`src/rtl/para_decoder_pkg.sv`:
```
// Shared types, mode constants and one-hot helper for the para_decoder_seq family.
package para_decoder_pkg;

  localparam int unsigned ONEHOT_MAX = 64;

  localparam logic MODE_DIRECT = 1'b0;
  localparam logic MODE_SCAN   = 1'b1;

  typedef enum logic [1:0] {IDLE, DIRECT, SCAN} dec_state_t;

  // One-hot of idx within a width-wide field; all-zero when idx is out of range.
  function automatic logic [ONEHOT_MAX-1:0] onehot(input int unsigned idx,
                                                   input int unsigned width);
    logic [ONEHOT_MAX-1:0] r;
    r = '0;
    if (idx < width) r = ONEHOT_MAX'(1) << idx;
    return r;
  endfunction

endpackage

```
`src/rtl/para_decoder_seq_if.sv`:
```
// Handshake/select bus of para_decoder_seq; err exists only with PARA_DECODER_ERR_EN.
interface para_decoder_seq_if #(
  parameter int unsigned IN_WIDTH  = 2,
  parameter int unsigned OUT_WIDTH = 4
);
  logic                 enable;
  logic                 mode;
  logic                 in_valid;
  logic [IN_WIDTH-1:0]  in_sel;
  logic                 in_ready;
  logic [OUT_WIDTH-1:0] out;
  logic                 out_valid;
  logic [IN_WIDTH-1:0]  scan_idx;
`ifdef PARA_DECODER_ERR_EN
  logic                 err;
`endif

  modport master (
    output enable, mode, in_valid, in_sel,
`ifdef PARA_DECODER_ERR_EN
    input  err,
`endif
    input  in_ready, out, out_valid, scan_idx
  );

  modport slave (
    input  enable, mode, in_valid, in_sel,
`ifdef PARA_DECODER_ERR_EN
    output err,
`endif
    output in_ready, out, out_valid, scan_idx
  );

endinterface

```
`src/rtl/para_decoder_seq_dwell_counter.sv`:
```
// Modulo-DWELL counter with synchronous clear; tc_c flags the last count of a dwell.
module dwell_counter #(
  parameter int unsigned DWELL = 4
) (
  input  logic clk,
  input  logic rst,
  input  logic clear,
  input  logic en,
  output logic tc_c
);

  localparam int unsigned CW = $clog2(DWELL + 1);

  logic [CW-1:0] count;

  assign tc_c = en && (count == CW'(DWELL - 1));

  always_ff @(posedge clk) begin
    if (rst || clear) begin
      count <= '0;
    end else if (en) begin
      count <= tc_c ? '0 : count + CW'(1);
    end
  end

endmodule

```
`src/rtl/para_decoder_seq.sv`:
```
// Registered N-to-M one-hot decoder with DIRECT (handshake) and SCAN (dwell-stepped) modes.
// Optional err output enabled by defining PARA_DECODER_ERR_EN.
module para_decoder_seq
  import para_decoder_pkg::*;
#(
  parameter int unsigned IN_WIDTH  = 2,
  parameter int unsigned OUT_WIDTH = 4,
  parameter int unsigned DWELL     = 4
) (
  input logic              clk,
  input logic              rst,
  para_decoder_seq_if.slave bus
);

  dec_state_t           state;
  logic [OUT_WIDTH-1:0] out_q;
  logic                 out_valid_q;
  logic [IN_WIDTH-1:0]  scan_idx_q;
  logic [IN_WIDTH-1:0]  idx_next;
  logic                 scan_run;
  logic                 dwell_tc;
`ifdef PARA_DECODER_ERR_EN
  logic                 err_q;
`endif

  // Dwell only advances while scanning and staying in SCAN; anything else restarts it.
  assign scan_run = (state == SCAN) && bus.enable && (bus.mode == MODE_SCAN);

  dwell_counter #(.DWELL(DWELL)) u_dwell (
    .clk   (clk),
    .rst   (rst),
    .clear (!scan_run),
    .en    (scan_run),
    .tc_c  (dwell_tc)
  );

  assign idx_next = (scan_idx_q == IN_WIDTH'(OUT_WIDTH - 1)) ? '0 : scan_idx_q + IN_WIDTH'(1);

  always_ff @(posedge clk) begin
    if (rst) begin
      state       <= IDLE;
      out_q       <= '0;
      out_valid_q <= 1'b0;
      scan_idx_q  <= '0;
`ifdef PARA_DECODER_ERR_EN
      err_q       <= 1'b0;
`endif
    end else begin
      out_valid_q <= 1'b0;
`ifdef PARA_DECODER_ERR_EN
      err_q       <= 1'b0;
`endif
      if (!bus.enable) begin
        state      <= IDLE;
        out_q      <= '0;
        scan_idx_q <= '0;
      end else begin
        case (state)
          IDLE: begin
            if (bus.mode == MODE_SCAN) begin
              state       <= SCAN;
              out_q       <= OUT_WIDTH'(onehot(32'd0, OUT_WIDTH));
              scan_idx_q  <= '0;
              out_valid_q <= 1'b1;
            end else begin
              state <= DIRECT;
            end
          end
          DIRECT: begin
            // A mode change wins over a concurrent transfer, which is dropped.
            if (bus.mode != MODE_DIRECT) begin
              state <= IDLE;
              out_q <= '0;
            end else if (bus.in_valid) begin
              out_q       <= OUT_WIDTH'(onehot(32'(bus.in_sel), OUT_WIDTH));
              out_valid_q <= 1'b1;
`ifdef PARA_DECODER_ERR_EN
              err_q       <= (32'(bus.in_sel) >= OUT_WIDTH);
`endif
            end
          end
          SCAN: begin
            if (bus.mode != MODE_SCAN) begin
              state      <= IDLE;
              out_q      <= '0;
              scan_idx_q <= '0;
            end else if (dwell_tc) begin
              scan_idx_q  <= idx_next;
              out_q       <= OUT_WIDTH'(onehot(32'(idx_next), OUT_WIDTH));
              out_valid_q <= 1'b1;
            end
          end
          default: begin
            state      <= IDLE;
            out_q      <= '0;
            scan_idx_q <= '0;
          end
        endcase
      end
    end
  end

  assign bus.in_ready  = (state == DIRECT);
  assign bus.out       = out_q;
  assign bus.out_valid = out_valid_q;
  assign bus.scan_idx  = scan_idx_q;
`ifdef PARA_DECODER_ERR_EN
  assign bus.err       = err_q;
`endif

endmodule

```
`src/flat_wrapper.sv`:
```
// flat-port wrapper written by rule: the top's interface ports become plain ports
module para_decoder_seq_flat import para_decoder_pkg::*;
#(
  parameter int unsigned IN_WIDTH  = 2,
  parameter int unsigned OUT_WIDTH = 4,
  parameter int unsigned DWELL     = 4
)
  (clk, rst, bus_enable, bus_mode, bus_in_valid, bus_in_sel, bus_in_ready, bus_out, bus_out_valid, bus_scan_idx);
  para_decoder_seq_if #(.IN_WIDTH(IN_WIDTH), .OUT_WIDTH(OUT_WIDTH)) bus_i ();
  input logic clk;
  input logic rst;
  input wire logic [$bits(bus_i.enable)-1:0] bus_enable;
  input wire logic [$bits(bus_i.mode)-1:0] bus_mode;
  input wire logic [$bits(bus_i.in_valid)-1:0] bus_in_valid;
  input wire logic [$bits(bus_i.in_sel)-1:0] bus_in_sel;
  output wire logic [$bits(bus_i.in_ready)-1:0] bus_in_ready;
  output wire logic [$bits(bus_i.out)-1:0] bus_out;
  output wire logic [$bits(bus_i.out_valid)-1:0] bus_out_valid;
  output wire logic [$bits(bus_i.scan_idx)-1:0] bus_scan_idx;
  assign bus_i.enable = bus_enable;
  assign bus_i.mode = bus_mode;
  assign bus_i.in_valid = bus_in_valid;
  assign bus_i.in_sel = bus_in_sel;
  assign bus_in_ready = bus_i.in_ready;
  assign bus_out = bus_i.out;
  assign bus_out_valid = bus_i.out_valid;
  assign bus_scan_idx = bus_i.scan_idx;
  para_decoder_seq #(.IN_WIDTH(IN_WIDTH), .OUT_WIDTH(OUT_WIDTH), .DWELL(DWELL)) u_core (.clk(clk), .rst(rst), .bus(bus_i));
endmodule
```
`config.mk`:
```
export PLATFORM = sky130hd
export DESIGN_NAME = para_decoder_seq_flat
export DESIGN_NICKNAME = d
export VERILOG_FILES = /design/src/rtl/para_decoder_pkg.sv /design/src/rtl/para_decoder_seq_if.sv /design/src/rtl/para_decoder_seq_dwell_counter.sv /design/src/rtl/para_decoder_seq.sv /design/src/flat_wrapper.sv
export SDC_FILE = /design/constraint.sdc
export NUM_CORES = 1
export LEC_CHECK = 0
export CAP_MARGIN = 15
export CORE_UTILIZATION = 48
export DETAILED_ROUTE_END_ITERATION = 7
export GPL_ROUTABILITY_DRIVEN = 0
export PLACE_DENSITY = 0.76
export SKIP_CTS_REPAIR_TIMING = 1
export SYNTH_ARGS = -nofsm -noshare
export SYNTH_HDL_FRONTEND = slang
export SYNTH_SLANG_ARGS = --single-unit
```
`constraint.sdc`:
```
create_clock -name clk -period 1.4 [get_ports clk]
set_input_delay 0.28 -clock clk [delete_from_list [all_inputs] [get_ports clk]]
set_output_delay 0.28 -clock clk [all_outputs]
set_load 0.005 [all_outputs]
```
-- After elaboration in Yosys (flattened, before gate mapping)
Cells that the tools add are included.
- register bits: 12
- output and inout port bits: 8
- $add $sub $neg: 2
- equality and inequality tests: 9
- shifts and indexed selects: 2
- muxes and demuxes: 21
- bitwise gates (word level): 2
- reductions and logical operators: 10
- operator list (kind ; number):
    $mux 4 ; 5
    $mux 2 ; 6
    $pmux 2 s3 ; 2
    $pmux 4 s3 ; 1
    $shl 1x2->4 const A ; 2
    $ne 2x2->1 const B ; 3
    $ne 3x3->1 const B ; 2
    $reduce_and 3->1 ; 2
    $mux 1 ; 5
    $eq 2x2->1 const B ; 2
    $add 3x1->3 const B ; 1
    $eq 3x2->1 const B ; 1
    $logic_and 1x1->1 ; 3
    $mux 3 ; 1
    $pmux 1 s3 ; 1
    $add 2x1->2 const B ; 1
    $eq 2x1->1 const B ; 1
    $logic_not 2->1 ; 1
    $not 1->1 ; 2
    $reduce_and 2->1 ; 1
    $reduce_or 2->1 ; 1
    $logic_not 1->1 ; 1
    $logic_or 1x1->1 ; 1

-- Longest topological paths before layout
- word-level depth: 7
- depth in mapped cells: 5
- gate-level depth less buffers: 4

-- By module
A second synthesis with hierarchy kept.
- cells, all modules: 76
- area, all modules: 668.1 um^2
- by module, submodules not included (module ; times used ; cells an instance ; area each (um^2) ; sequential area each (um^2)):
    para_decoder_seq ; 1 ; 62 ; 530.5 ; 180.2
    dwell_counter ; 1 ; 14 ; 137.6 ; 60.1

-- Worst setup path before layout
Ideal clock, no wire load.
- kind: register -> register
- start point: reg u_core.u_dwell.count[0]
- end point: reg u_core.scan_idx_q[0], in the netlist u_core.bus.scan_idx[0]
- data arrival time: 1114 ps
- required time: 1280 ps
- slack: 165 ps
- cell stages (with the launch flop): 6
- buffers on the path: 1
- cell sequence: dfxtp_1 > ha_1 > and3b_1 > buf_1 > mux2i_1 > a21oi_1
- cells in the longest elaborated chain, start to end: 4
- RTL lines (item ; line ; source):
    start, declared ; para_decoder_seq_dwell_counter.sv:14 ; logic [CW-1:0] count;
    start signal, assigned ; para_decoder_seq_dwell_counter.sv:22 ; count <= tc_c ? '0 : count + CW'(1);
    $eq 3x2->1 ; para_decoder_seq_dwell_counter.sv:16 ; assign tc_c = en && (count == CW'(DWELL - 1));
    $logic_and 1x1->1 ; para_decoder_seq_dwell_counter.sv:16 ;
    $ne 3x3->1 (no source line) ; n/a ;
    $reduce_and 3->1 (no source line) ; n/a ;
    end signal, assigned ; para_decoder_seq.sv:88 ; scan_idx_q <= idx_next;
    end, declared ; para_decoder_seq.sv:18 ; logic [IN_WIDTH-1:0] scan_idx_q;
No other way between the ends.
A chain may end at the register's enable or synchronous reset.

-- Worst setup path in the final report
- start point: reg u_core.out_valid_q, in the netlist u_core.bus.out_valid
- end point: out bus_out_valid
- RTL lines (item ; line ; source):
    start, declared ; para_decoder_seq.sv:17 ; logic out_valid_q;
    start signal, assigned ; para_decoder_seq.sv:43 ; out_valid_q <= 1'b0;
    start signal, assigned ; para_decoder_seq.sv:49 ; out_valid_q <= 1'b0;
    start signal, assigned ; para_decoder_seq.sv:64 ; out_valid_q <= 1'b1;
    end, declared ; flat_wrapper.sv:18 ; output wire logic [$bits(bus_i.out_valid)-1:0] bus_out_valid;
No word-level cell between the ends.

==> flow_summary.yaml <==
die:
  die_w_um: 40.78
  die_area_sq_mm: 0.001663
  core.rowCount: 13
  die_h_um: 40.78
  core_area_sq_mm: 0.001350
  start_util: 0.5348
  io_pins: 15
yosys:
  synth_cells: 74
  synth_top_area_cell: "dfxtp_1"
  netlist-cell-type-count: 34
  synthesis.area_sq_um: 721.9
  yosysSeqAreaShare: 0.3328
  synth_warnings: 0
  synth_area_leaders: "dfxtp_1 (33%), ha_1 (8.7%), nand4bb_1 (6.2%)"
  avgSynthCellArea_sq_um: 9.756
  synth_top_area_frac: 0.3328
  syn-num-nets: 86
  synth-seq-cells: 12
timing:
  tns_ns: 0
  grt_setup_unrepaired: "no"
  setup_ws_ns: 0.04611
  layout_min_cycle_time_ns: 1.354
  setup_viol: 0
  hold_ws_ns: 0.4547
  finalHoldViolCount: 0
  timing.final.crit_share: 0.9671
  max_freq_ghz: 0.7386
  clock_skew_ns: 0.007420
  slew_viol_final: 0
  tightest_slew_ns: 0.2622
  max_slew_margin: 0.8252
clock_tree:
  cts_buffers: 3
  root_buffer: "clkbuf_4"
  clk_pin_slew_worst_paths_ns: 0.08
  htreeDepth: 1
  clock_latency_ns: 0.28
  clockBufferDepth: 2
  cts.sink_count: 12
  tritoncts: "built"
setup_path:
  end_kind: "primary output"
  reg2reg_depth: 5
  worstPathArrival_ns: 1.07
  worstPathRequired_ns: 1.12
  cp_num_buf_inv: 1
  path_class: "reg -> out"
  cp_max_fo: 1
  slowest_stage: "clkdlybuf4s50_1"
  crit_chain: "clkdlybuf4s50_1"
  path_depth: 1
  startpoint_type: "register"
  max_stage_delay_ns: 0.49
  path_delay_family: "buffers and inverters"
drt:
  antenna_left: 0
  vias: 658
  remaining_drc_errors: 0
  wl_per_cell_um: 16.55
  firstDrtPassIters: 4
  wirelength_mm: 1.820
  avgViaCountPerCell: 5.982
  drt_iter0_markers: 17
min_path:
  holdPathStages: 1
  hold_class: "reg -> reg"
cells_and_area:
  nNetsFinal: 108
  drive_above_1_share: 0.2105
  diodes: 0
  layout_common_cells: "dlymetal6s2s_1 (8), buf_4 (8), dfxtp_1 (7), a21oi_1 (6), clkdlybuf4s50_1 (6)"
  stdcell_count: 110
  area_growth_pct: 36.40
placement:
  port_buffers: 14
  dp.cells: 106
  pre_cts_ws_ns: -0.2094
  post-dp-hpwl_mm: 1.340
grt:
  grt_max_degree: 17
  track_usage: 0.2593
  grt_antenna_before_repair: 0
  grt_pass1_vias: 599
  overflow: 0
  grt_pass1_wl_mm: 2.746
power:
  ir_worst_vdd_v: 0.0005832
  p_leak_nw: 0.5116
  power.density_mw_per_mm2: 760.3
job:
  drv_cap: 0
outcome:
  status: "finished, final reports clean"
-- registers in the layout, summed over array words and instances, names as in the netlist --
signal                cells
u_core.state              2
u_core.bus.scan_idx       2
u_core.u_dwell.count      3
u_core.bus.out            4
u_core.bus.out_valid      1
-- power breakdown --
group          switching, W  total, W  leakage, nW  internal (W)
combinational     0.0000520  0.000118        0.390     0.0000663
sequential       0.00000465  0.000352        0.100      0.000347
clock              0.000121  0.000279       0.0210      0.000158
total              0.000177  0.000749        0.512      0.000571
-- synthesized netlist by cell type (all sizes together) --
cell,count
a21oi,6
nor2b,3
nor3,2
and4b,1
nand2,2
nand3b,2
a211o,1
o221ai,4
a22oi,2
a21boi,1
a21o,1
nand2b,2
inv,3
ha,5
and2b,1
and3b,2
o31a,1
buf,5
nand4bb,4
and4bb,1
a2bb2oi,1
mux2i,1
a31oi,1
nor3b,1
nor4bb,1
or3,2
and3,1
nand4,2
a32oi,1
nor2,2
dfxtp,12
-- kinds of logic after synthesis --
kind of cell	count (synthesis)	share of synthesized area
buffers and inverters	8	0.05718
DFF	12	0.3328
AOI/OAI and AO/OA	19	0.2045
and+or+nand+nor	29	0.3050
adders and majority gates	5	0.08666
muxes	1	0.01387
-- metal layers --
layer	routed length, um	vias to the layer above	track usage	share of wire
li1	-	323	-	-
met1	790	315	0.3322	0.43
met2	924	18	0.3984	0.51
met3	90	2	0.08152	0.049
met4	14	0	0.1000	0.0077
met5	0	-	0	0
-- worst reg2reg max path, stage by stage (launching register included) --
cell and delay, ns:
dfxtp_1 0.35, ha_1 0.23, and3b_1 0.22, buf_4 0.17, o221ai_1 0.11, a21oi_1 0.15
-- worst paths after layout --
check             slack, ns                      end                    start
setup / recovery       0.05            bus_out_valid     u_core.bus.out_valid
hold reg to reg        0.45  u_core.u_dwell.count[0]  u_core.u_dwell.count[0]
hold / removal         0.45  u_core.u_dwell.count[0]  u_core.u_dwell.count[0]
setup reg to reg       0.10        u_core.bus.out[1]  u_core.u_dwell.count[0]
-- layout make-up --
cell class                      count  area (sq um)
Clock buffer                        4         36.28
Inverter                            3         11.26
Sequential cell                    12         251.5
Timing Repair Buffer               22         220.2
Multi-Input combinational cell     54         446.7
Fill cell                         111         365.4
Tap cell                           15         18.77
-- through the flow --
stage	total power, W	instance area (sq um)	util
finish	0.0007487	984.7	0.7294
CTS	0.0007612	947.2	0.7016
global route	0.0007865	984.7	0.7294
detailed placement	0.0004812	910.9	0.6747
global placement	0.0004781	910.9	0.6747
floorplan	0.0004216	721.9	-
(Power assumes the default switching activity.)
